<file path="config.mk">
export PLATFORM = sky130hd
export DESIGN_NAME = b04_win_arb_flat
export DESIGN_NICKNAME = d
export VERILOG_FILES = /design/src/rtl/b04_win_arb_if.sv /design/src/rtl/b04_win_arb.sv /design/src/flat_wrapper.sv
export SDC_FILE = /design/constraint.sdc
export NUM_CORES = 1
export LEC_CHECK = 0
export CORE_AREA = 2 2 73 75
export CTS_CLUSTER_DIAMETER = 40
export DETAILED_ROUTE_END_ITERATION = 12
export DIE_AREA = 0 0 75 77
export GPL_TIMING_DRIVEN = 0
export PLACE_DENSITY_LB_ADDON = 0.25
export SKIP_CTS_REPAIR_TIMING = 1
export SYNTH_ARGS = -nofsm -noshare
export SYNTH_HDL_FRONTEND = slang
export SYNTH_SLANG_ARGS = --single-unit
</file>
<file path="constraint.sdc">
create_clock -name clk -period 3.45 [get_ports clk]
set_input_delay 0.69 -clock clk [delete_from_list [all_inputs] [get_ports clk]]
set_output_delay 0.69 -clock clk [all_outputs]
set_load 0.01 [all_outputs]
</file>
<file path="src/rtl/b04_win_arb_if.sv">
`default_nettype none
// ============================================================================
// Module   : b04_win_arb_if
// Purpose  : Bundles the two requester channels, the b04 datapath drive
//            signals and the window status outputs of b04_win_arb.
// Ports    : (interface signals)
//            req0/req1     requester i offers a sample this cycle
//            data0/data1   requester i sample, two's complement, 8 bits
//            avg0/avg1     requester i wants datapath AVERAGE mode
//            ack0/ack1     sample on data_i accepted this cycle
//            dp_enable     datapath ENABLE
//            dp_average    datapath AVERAGE
//            dp_data       datapath DATA_IN, 8 bits
//            dp_restart    datapath RESTART, one-cycle pulse
//            win_done      window closed, one-cycle pulse
//            busy          a window is currently owned
//            owner         current or last owner index
//            sample_cnt    samples accepted in the current window, 8 bits
// Modports : master - requester / datapath side (drives req/data/avg)
//            slave  - arbiter side (drives ack, dp_* and status)
// Revision : 1.0 - initial release
// ============================================================================
interface b04_win_arb_if;
    logic       req0;
    logic       req1;
    logic [7:0] data0;
    logic [7:0] data1;
    logic       avg0;
    logic       avg1;
    logic       ack0;
    logic       ack1;
    logic       dp_enable;
    logic       dp_average;
    logic [7:0] dp_data;
    logic       dp_restart;
    logic       win_done;
    logic       busy;
    logic       owner;
    logic [7:0] sample_cnt;

    modport master (
        output req0, req1, data0, data1, avg0, avg1,
        input  ack0, ack1, dp_enable, dp_average, dp_data, dp_restart,
        input  win_done, busy, owner, sample_cnt
    );

    modport slave (
        input  req0, req1, data0, data1, avg0, avg1,
        output ack0, ack1, dp_enable, dp_average, dp_data, dp_restart,
        output win_done, busy, owner, sample_cnt
    );
endinterface
`default_nettype wire

</file>
<file path="src/rtl/b04_win_arb.sv">
`default_nettype none
// ============================================================================
// Module   : b04_win_arb
// Purpose  : Two-requester window arbiter and sequencer in front of one b04
//            min/max/average datapath. One requester owns the datapath for a
//            whole window of WINDOW samples; the window is closed with a
//            one-cycle RESTART, then ownership is re-arbitrated round-robin.
// Params   : WINDOW   samples per window (2..255)
//            INIT_CYC warm-up cycles after reset before any grant (1..15)
//            IDLE_TO  consecutive owner-idle cycles that close a window (1..255)
// Ports    : clk    clock, all state changes on the rising edge
//            rst_n  asynchronous active-low reset
//            bus    b04_win_arb_if.slave - requester channels, datapath drive
//                   (dp_enable/dp_average/dp_data/dp_restart, registered),
//                   ack0/ack1 (combinational), win_done, busy, owner,
//                   sample_cnt
// Revision : 1.0 - initial release
// ============================================================================
module b04_win_arb #(
    parameter int WINDOW   = 16,
    parameter int INIT_CYC = 2,
    parameter int IDLE_TO  = 8
) (
    input  wire logic        clk,
    input  wire logic        rst_n,
    b04_win_arb_if.slave     bus
);

    // ------------------------------------------------------------------------
    // State encoding
    // ------------------------------------------------------------------------
    localparam logic [1:0] c_st_warm  = 2'd0;
    localparam logic [1:0] c_st_idle  = 2'd1;
    localparam logic [1:0] c_st_run   = 2'd2;
    localparam logic [1:0] c_st_flush = 2'd3;

    localparam logic [7:0] c_window   = 8'(WINDOW);
    localparam logic [7:0] c_idle_to  = 8'(IDLE_TO);
    localparam logic [3:0] c_init_cyc = 4'(INIT_CYC);

    // ------------------------------------------------------------------------
    // Registers
    // ------------------------------------------------------------------------
    logic [1:0] r_state;
    logic [3:0] r_warm_cnt;
    logic [7:0] r_idle_cnt;
    logic [7:0] r_sample_cnt;
    logic       r_owner;
    logic       r_last;
    logic       r_dp_enable;
    logic       r_dp_average;
    logic [7:0] r_dp_data;
    logic       r_dp_restart;
    logic       r_win_done;

    // ------------------------------------------------------------------------
    // Owner-side selection and accept decision
    // ------------------------------------------------------------------------
    logic       w_own_req;
    logic [7:0] w_own_data;
    logic       w_own_avg;
    logic       w_accept;
    logic       w_grant_any;
    logic       w_grant_idx;
    logic [7:0] w_cnt_inc;
    logic [7:0] w_idle_inc;
    logic       w_window_full;
    logic       w_timeout;

    assign w_own_req  = r_owner ? bus.req1  : bus.req0;
    assign w_own_data = r_owner ? bus.data1 : bus.data0;
    assign w_own_avg  = r_owner ? bus.avg1  : bus.avg0;

    // Samples are only taken while a window is locked; the non-owner is
    // never acknowledged, so it simply holds its request until re-arbitration.
    assign w_accept   = (r_state == c_st_run) && w_own_req;

    // Round-robin: on a tie the requester that did not win last time gets it.
    // r_last resets to 1 so requester 0 wins the very first tie.
    assign w_grant_any = bus.req0 | bus.req1;
    assign w_grant_idx = (bus.req0 && bus.req1) ? ~r_last : bus.req1;

    // Both counters are cleared whenever a window opens or closes and both
    // limits fit in 8 bits, so these increments never wrap.
    assign w_cnt_inc     = r_sample_cnt + 8'd1;
    assign w_idle_inc    = r_idle_cnt + 8'd1;
    assign w_window_full = (w_cnt_inc == c_window);
    assign w_timeout     = (w_idle_inc == c_idle_to);

    // ------------------------------------------------------------------------
    // Sequencer
    // ------------------------------------------------------------------------
    // The dp_* outputs are registered, so every action decided in a state is
    // seen by the datapath one cycle later. In particular the FLUSH cycle
    // carries the enable of the final sample, and the restart it schedules
    // lands in the following cycle, after that sample has been absorbed.
    always_ff @(posedge clk or negedge rst_n) begin
        if (!rst_n) begin
            r_state      <= c_st_warm;
            r_warm_cnt   <= 4'd0;
            r_idle_cnt   <= 8'd0;
            r_sample_cnt <= 8'd0;
            r_owner      <= 1'b0;
            r_last       <= 1'b1;
            r_dp_enable  <= 1'b0;
            r_dp_average <= 1'b0;
            r_dp_data    <= 8'd0;
            r_dp_restart <= 1'b0;
            r_win_done   <= 1'b0;
        end else begin
            // Restart and window-done are single-cycle pulses by default.
            r_dp_restart <= 1'b0;
            r_win_done   <= 1'b0;

            case (r_state)
                c_st_warm: begin
                    // Give the datapath time for its own init sequence.
                    r_dp_enable <= 1'b0;
                    if (r_warm_cnt == c_init_cyc) begin
                        r_state <= c_st_idle;
                    end else begin
                        r_warm_cnt <= r_warm_cnt + 4'd1;
                    end
                end

                c_st_idle: begin
                    r_dp_enable <= 1'b0;
                    if (w_grant_any) begin
                        r_owner      <= w_grant_idx;
                        r_last       <= w_grant_idx;
                        r_sample_cnt <= 8'd0;
                        r_idle_cnt   <= 8'd0;
                        r_state      <= c_st_run;
                    end
                end

                c_st_run: begin
                    if (w_own_req) begin
                        // Accepted sample: forward it and restart the idle
                        // count. A full window wins over any timeout.
                        r_dp_enable  <= 1'b1;
                        r_dp_data    <= w_own_data;
                        r_dp_average <= w_own_avg;
                        r_sample_cnt <= w_cnt_inc;
                        r_idle_cnt   <= 8'd0;
                        if (w_window_full) begin
                            r_state <= c_st_flush;
                        end
                    end else begin
                        // Owner stalled: data/average hold their last value.
                        r_dp_enable <= 1'b0;
                        r_idle_cnt  <= w_idle_inc;
                        if (w_timeout) begin
                            if (r_sample_cnt != 8'd0) begin
                                r_state <= c_st_flush;
                            end else begin
                                // Nothing reached the datapath, so there is
                                // nothing to restart; drop straight back.
                                r_idle_cnt <= 8'd0;
                                r_state    <= c_st_idle;
                            end
                        end
                    end
                end

                c_st_flush: begin
                    r_dp_enable  <= 1'b0;
                    r_dp_restart <= 1'b1;
                    r_win_done   <= 1'b1;
                    r_sample_cnt <= 8'd0;
                    r_idle_cnt   <= 8'd0;
                    r_state      <= c_st_idle;
                end

                default: begin
                    r_state <= c_st_warm;
                end
            endcase
        end
    end

    // ------------------------------------------------------------------------
    // Outputs
    // ------------------------------------------------------------------------
    assign bus.ack0       = w_accept & ~r_owner;
    assign bus.ack1       = w_accept &  r_owner;
    assign bus.dp_enable  = r_dp_enable;
    assign bus.dp_average = r_dp_average;
    assign bus.dp_data    = r_dp_data;
    assign bus.dp_restart = r_dp_restart;
    assign bus.win_done   = r_win_done;
    assign bus.busy       = (r_state == c_st_run) || (r_state == c_st_flush);
    assign bus.owner      = r_owner;
    assign bus.sample_cnt = r_sample_cnt;

endmodule
`default_nettype wire
</file>
<file path="src/flat_wrapper.sv">
// flat-port wrapper written by rule: the top's interface ports become plain ports
module b04_win_arb_flat 
#(
    parameter int WINDOW   = 16,
    parameter int INIT_CYC = 2,
    parameter int IDLE_TO  = 8
)
  (clk, rst_n, bus_req0, bus_req1, bus_data0, bus_data1, bus_avg0, bus_avg1, bus_ack0, bus_ack1, bus_dp_enable, bus_dp_average, bus_dp_data, bus_dp_restart, bus_win_done, bus_busy, bus_owner, bus_sample_cnt);
  b04_win_arb_if bus_i ();
  input  wire logic clk;
  input  wire logic rst_n;
  input wire logic [$bits(bus_i.req0)-1:0] bus_req0;
  input wire logic [$bits(bus_i.req1)-1:0] bus_req1;
  input wire logic [$bits(bus_i.data0)-1:0] bus_data0;
  input wire logic [$bits(bus_i.data1)-1:0] bus_data1;
  input wire logic [$bits(bus_i.avg0)-1:0] bus_avg0;
  input wire logic [$bits(bus_i.avg1)-1:0] bus_avg1;
  output wire logic [$bits(bus_i.ack0)-1:0] bus_ack0;
  output wire logic [$bits(bus_i.ack1)-1:0] bus_ack1;
  output wire logic [$bits(bus_i.dp_enable)-1:0] bus_dp_enable;
  output wire logic [$bits(bus_i.dp_average)-1:0] bus_dp_average;
  output wire logic [$bits(bus_i.dp_data)-1:0] bus_dp_data;
  output wire logic [$bits(bus_i.dp_restart)-1:0] bus_dp_restart;
  output wire logic [$bits(bus_i.win_done)-1:0] bus_win_done;
  output wire logic [$bits(bus_i.busy)-1:0] bus_busy;
  output wire logic [$bits(bus_i.owner)-1:0] bus_owner;
  output wire logic [$bits(bus_i.sample_cnt)-1:0] bus_sample_cnt;
  assign bus_i.req0 = bus_req0;
  assign bus_i.req1 = bus_req1;
  assign bus_i.data0 = bus_data0;
  assign bus_i.data1 = bus_data1;
  assign bus_i.avg0 = bus_avg0;
  assign bus_i.avg1 = bus_avg1;
  assign bus_ack0 = bus_i.ack0;
  assign bus_ack1 = bus_i.ack1;
  assign bus_dp_enable = bus_i.dp_enable;
  assign bus_dp_average = bus_i.dp_average;
  assign bus_dp_data = bus_i.dp_data;
  assign bus_dp_restart = bus_i.dp_restart;
  assign bus_win_done = bus_i.win_done;
  assign bus_busy = bus_i.busy;
  assign bus_owner = bus_i.owner;
  assign bus_sample_cnt = bus_i.sample_cnt;
  b04_win_arb #(.WINDOW(WINDOW), .INIT_CYC(INIT_CYC), .IDLE_TO(IDLE_TO)) u_core (.clk(clk), .rst_n(rst_n), .bus(bus_i));
endmodule
</file>
==> metrics, run 1 <==
num rows=26; drt wl/cell=between 10 and 15 um; top-count cell post-synth=dfrtp_1; Multi-input gate area=~950 sq um; gpl congestion=0.8500; cells on worst reg2reg path=8; actual slew at the worst max-slew pin=about 790 ps; Overflow after GRT=0; top cell type's share of synthesized area=44.18%; Residual DRC=0; Starting Density=about two fifths; P&R area growth vs syn=31.90%; RSZ-0062 raised after global routing=no; Reg2Reg Setup Slack=roughly 1000 ps; TritonRoute pass-1 iters=8; Max-cap violations=0; vias in the first global route=1536; Slew Viols, Final=0; Post-synth EDFFs=0; Yosys warning count=0; Clock Sinks=35; initial antenna violation count=0; reg2reg end=u_core.r_idle_cnt[4]; first-pass GRT wire length=between 7 and 8 mm; post-layout util=between 50% and 60%; Synth Instances=197; Port Buffer Count=45; Crit. Startpoint=bus_req0; final setup fails=0; total track usage=16.66%; syn avg cell area=9.775 sq um; fmax=~320 MHz; skew final=between 7 and 8 ps; Die Area=just under 0.006 sq mm; Tcrit/Tclk final=between 90% and 100%; Crit Path Category=in2out; core area=0.004977 sq mm; Final Hold Fails=0; Final #Nets=283; Reg area=between 800 and 900 sq um; crit-path max cell delay=620 ps; crit-path cells=clkdlybuf4s50_1 -> and3b_1 -> clkbuf_1 -> clkdlybuf4s50_1; # IOs=46; slew margin rel.=a little under half; Critical Path End Type=primary output; fin crit period=roughly 3100 ps; crit path max fanout=10; dpl hpwl=about 3.0 mm; area leader, netlist=dfrtp_1; fillers=around 470; Worst EP required=2760 ps; area of the mapped netlist=0.001926 sq mm; Synth Flop Type=dfrtp_1; Final ANT Viol Nets=0; worst skew pair latency=between 200 and 300 ps; library cells used by synthesis=40; most used cell, CP=clkdlybuf4s50_1; status=finished, final reports clean; clock-pin slew on the worst setup and hold paths=70 ps; top cells by area, synth=dfrtp_1, ha_1, nand2_1, a222oi_1, inv_1; CTS tree=done; die height=77 um; TritonCTS Buffers=5; Yosys reg bits=35; ant diodes=0; Die X=~75 um; peak supply drop=roughly 0.28 mV; starting DRC count in detailed routing=109; CP Launch Type=primary input; vias per inst=around 5.3; clk buf depth=2; CP endpoint=bus_ack0; H-tree depth=2; post-synthesis async set-or-reset flop share=between 90% and 100%; Seq/Total Area, Yosys=roughly 46%; DRT Wirelength=roughly 4.4 mm; Crit path arrival time=2460 ps; pwr/cell area=619.7 mW/mm^2; Leakage=roughly 1.1 nW; class of the worst hold path=in2async; fraction of layout cells with a size suffix above 1=~6.8%; Clock Tree Root=clkbuf_8; vias=approximately 1700; RR Startpoint=u_core.r_state[1]; TNS Setup=0 ps; slowest stage cell, crit path=clkdlybuf4s50_1; syn_nets=around 230; pin count of the biggest net entering global routing=36; Post-synth top cells=dfrtp_1, nand2_1, inv_1
## layout make-up
class | instances | area share (%)
flip-flops and latches | 35 | 34.53
multi-input cells | 140 | 37.59
repair buffers | 45 | 17.54
plain buffers | 6 | 1.330
inverters | 16 | 2.365
clock buffers | 7 | 3.005
well taps | 70 | 3.448
clock inverters | 1 | 0.1970
## placed cells by master (no fill, tap or decap), types with 2 or more instances in the layout
cell type         n
a21o_1            3
nand4_1           8
o31ai_1           6
xnor2_1           5
inv_1            16
nand3_1           6
a31oi_1           3
nor2_1            7
mux2_2            3
a21oi_1           6
ha_1             12
and3_1            4
nand2_1          30
o21ai_0          10
clkbuf_1          6
or2_2             3
and2_1            2
a222oi_1          9
mux2i_1           4
clkbuf_8          5
or3_1             2
a22o_1            2
clkdlybuf4s50_1  44
dfrtp_1          34
## routing by layer
layer,share of wire (%),vias to the layer above,GRT usage (%)
li1,-,830,-
met1,48,793,23.77
met2,44,53,23.51
met3,6.3,4,4.993
met4,1.0,0,6.250
met5,0,-,0
## stage by stage
step	cell area [sq um]	std cells	total power [mW]	hold slack [ps]	worst slack, ps
floorplan	1926	197	1.009	394.4	1487
global placement	2464	312	1.281	462.1	310.3
detailed placement	2459	312	1.296	465.3	299.8
CTS	2540	320	1.592	480.8	291.4
global route	2540	320	1.709	499.0	204.1
finish	2540	320	1.574	474.0	303.4
## registers in the layout (all words and copies together) (netlist names)
register	cells
u_core.bus.dp_restart	1
u_core.r_last	1
u_core.bus.owner	1
u_core.bus.sample_cnt	8
u_core.r_state	2
u_core.bus.dp_average	1
u_core.bus.dp_enable	1
u_core.bus.dp_data	8
u_core.r_warm_cnt	4
u_core.r_idle_cnt	8
## worst max-delay path, delay by kind of cell
kind	cells	cell delay, ps
AND/OR/NAND/NOR	1	190
buffers and inverters	3	1580
## cell families after synthesis
group                      share of synthesized area, %
AOI/OAI and AO/OA                                 18.26
DFF                                               45.55
xor gates and xnor gates                          2.274
and+or+nand+nor                                   17.41
adders and majority gates                         7.797
muxes                                             3.834
buffers and inverters                             4.873
## power by group
part           internal (mW)  switching [mW]  leakage, nW  total, mW
combinational          0.341           0.331        0.638      0.672
sequential             0.523          0.0877        0.459      0.611
clock                  0.142           0.150       0.0422      0.292
## worst min-delay path by stage
stage / to / slack, ps
5_1_grt: u_core.r_warm_cnt[3] / 500
4_1_cts: u_core.r_warm_cnt[3] / 480
3_3_place_gp: u_core.r_warm_cnt[3] / 460
3_5_place_dp: u_core.r_warm_cnt[3] / 470
6_report: u_core.bus.sample_cnt[6] / 470
2_1_floorplan: u_core.bus.dp_average / 390
No activity file was read; power rests on OpenSTA's default activity.
==> run 2: changes to the inputs <==
CAP_MARGIN = 20   (was not set)
==> results of run 2 <==
Final layout, timing and power as in run 1 (identical DEF).
==> run 3: changes to the inputs <==
ABC_AREA = 1   (was not set)
CORE_AREA = 2 2 75 77   (was 2 2 73 75)
DIE_AREA = 0 0 77 79   (was 0 0 75 77)
==> metrics, run 3 <==
Yosys warning count=0 (unchanged); TNS Setup=0 ps (unchanged); Final ANT Viol Nets=0 (unchanged); Critical Path End Type=primary output; gpl congestion=0.8528 (+0.33%); Yosys reg bits=35 (unchanged); starting DRC count in detailed routing=62 (-43%); Port Buffer Count=45 (unchanged); total track usage=15.55% (-1.1 points); slowest stage cell, crit path=clkdlybuf4s50_1; vias in the first global route=1643 (+7.0%); pin count of the biggest net entering global routing=36 (unchanged); most used cell, CP=clkdlybuf4s50_1; initial antenna violation count=0 (unchanged); Synth Instances=242 (+23%); Tcrit/Tclk final=91.10% (-0.10 points); vias per inst=4.762 (-9.3%); num rows=27 (+3.8%); area of the mapped netlist=0.002018 sq mm (+4.8%); post-synthesis async set-or-reset flop share=100.0% (unchanged); skew final=6.967 ps (-0.1520 ps); Leakage=1.208 nW (+6.1%); Residual DRC=0 (unchanged); vias=1743 (+3.8%); core area=0.005338 sq mm (+7.2%); Post-synth EDFFs=0 (unchanged); die height=79 um (+2.6%); TritonRoute pass-1 iters=4 (-4); dpl hpwl=3.164 mm (+4.9%); TritonCTS Buffers=5 (unchanged); top-count cell post-synth=nand2_1; Starting Density=37.81% (-0.88 points); Clock Sinks=35 (unchanged); first-pass GRT wire length=7.596 mm (+2.6%); class of the worst hold path=reg2reg; Crit path arrival time=2450 ps (about the same); RR Startpoint=u_core.r_state[1]; fraction of layout cells with a size suffix above 1=11.56% (+4.8 points); crit-path cells=clkdlybuf4s50_1 -> inv_1 -> o21a_4 -> nor2_8 -> nand2_1 -> clkinv_1 -> clkdlybuf4s50_1; CP Launch Type=primary input; DP Worst Slack=298.9 ps (-0.8240 ps); Slew Viols, Final=0 (unchanged); Reg2Reg Setup Slack=1420 ps (+400 ps); Die Area=0.006083 sq mm (+5.3%); top cell type's share of synthesized area=42.16% (-2.0 points); ant diodes=0 (unchanged); pwr/cell area=543.1 mW/mm^2 (-12%); Final #Nets=328 (+16%); crit-path max cell delay=570 ps (-50 ps); Overflow after GRT=0 (unchanged); fin crit period=3143 ps (-3.560 ps); area leader, netlist=dfrtp_1; Die X=77 um (+2.7%); cells on worst reg2reg path=8 (unchanged); syn avg cell area=8.340 sq um (-15%); drt wl/cell=11.95 um (-14%); fmax=318.2 MHz (+0.11%); clock-pin slew on the worst setup and hold paths=70 ps (about the same); most frequent cells in the layout=nand2_1, clkdlybuf4s50_1, dfrtp_1; crit path max fanout=10 (unchanged); Seq/Total Area, Yosys=43.46% (-2.1 points); P&R area growth vs syn=30.87%; Post-synth top cells=nand2_1, dfrtp_1, inv_1; RSZ-0062 raised after global routing=no; Synth Flop Type=dfrtp_1; library cells used by synthesis=37 (-7.5%); top cells by area, synth=dfrtp_1, nand2_1, ha_1, inv_1, a22oi_1; reg2reg end=u_core.bus.sample_cnt[0]; post-route setup slack=307.0 ps (+3.560 ps); most common cell after layout, fill and taps aside=nand2_1; final instance count without filler cells=366 (+14%); Final Hold Fails=0 (unchanged); # IOs=46 (unchanged); Crit. Startpoint=bus_req0; Clock Tree Root=clkbuf_8; fillers=535 (+13%); slew margin rel.=46.35% (-0.97 points); CTS tree=done; DRT Wirelength=4.374 mm (-1.6%); dpl cells=359 (+15%); worst skew pair latency=290 ps (about the same); H-tree depth=2 (unchanged); Crit Path Category=in2out; clk buf depth=2 (unchanged); CP endpoint=bus_ack0; status=finished, final reports clean; Max-cap violations=0 (unchanged); Worst EP required=2760 ps (about the same); actual slew at the worst max-slew pin=804.8 ps (+14.52 ps); syn_nets=276 (+19%); peak supply drop=0.1916 mV (-31%); final setup fails=0 (unchanged)
==> run 3: changes by cell type after synthesis, moves of 5 or more <==
| cell | delta |
|---|---|
| nand2_1 | +39 |
| nor2_1 | +11 |
| a222oi_1 | -9 |
| a22oi_1 | +9 |
| inv_1 | +9 |
| nand3_1 | +6 |
| a21oi_1 | -5 |
| nand2_2 | +5 |
| o22ai_1 | +5 |
==> run 3: cell type report <==
class | instances | area (sq um) | share of cell area [%]
Buffer | 1 | 7.507 | 0.2842
Tap cell | 72 | 90.09 | 3.411
Clock buffer | 6 | 82.58 | 3.126
Timing Repair Buffer | 45 | 445.4 | 16.86
Inverter | 31 | 118.9 | 4.500
Clock inverter | 1 | 5.005 | 0.1895
Multi-Input combinational cell | 175 | 1015 | 38.42
Sequential cell | 35 | 877.1 | 33.21
==> run 3: worst max-delay path, delay by kind of cell <==
kind / cells / cell delay, ps
buffers and inverters: 4 / 1350
AND/OR/NAND/NOR: 2 / 170
AO/OA/AOI/OAI: 1 / 230
==> run 3: metrics by stage <==
step	util [%]	power [mW]	instance area (sq um)	hold slack (ps)
finish	49.48	1.435	2641	467.9
global route	49.48	1.542	2641	505.8
CTS	49.48	1.451	2641	471.5
detailed placement	47.84	1.135	2554	458.1
global placement	47.94	1.131	2559	464.4
floorplan	-	0.8828	2018	394.4
==> run 3: how the worst min path moves through the flow <==
stage	endpoint	cells past startpoint	slack, ps	startpoint
floorplan	u_core.bus.dp_average	0	390	rst_n
global placement	u_core.r_warm_cnt[3]	1	460	u_core.r_warm_cnt[3]
detailed placement	u_core.r_warm_cnt[3]	1	460	u_core.r_warm_cnt[3]
CTS	u_core.r_warm_cnt[3]	1	470	u_core.r_warm_cnt[3]
global route	u_core.r_warm_cnt[3]	1	510	u_core.r_warm_cnt[3]
finish	u_core.r_warm_cnt[3]	1	470	u_core.r_warm_cnt[3]
==> run 3: power breakdown <==
part	switching [mW]	internal (mW)	leakage (nW)	total (mW)
registers	0.0580	0.496	0.462	0.554
logic	0.303	0.268	0.699	0.571
clock network	0.153	0.157	0.0470	0.310
total	0.514	0.921	1.21	1.43
==> run 3: cells by family (layout without fill, tap and decap cells) <==
logic type | after synthesis | count (layout) | synth area share (%)
adders and majority gates | 12 | 12 | 7.439
DFF | 35 | 35 | 43.46
xor gates and xnor gates | 4 | 4 | 1.736
buffers and inverters | 32 | 84 | 6.262
and+or+nand+nor | 123 | 123 | 28.89
AOI/OAI and AO/OA | 36 | 36 | 12.21
==> run 3: routing by layer <==
metal,vias to the layer above,track usage (%),part of all wire [%]
met5,-,0,0
li1,885,-,-
met2,36,25.61,45
met4,0,5.714,1.5
met3,8,3.864,4.0
met1,814,19.91,49
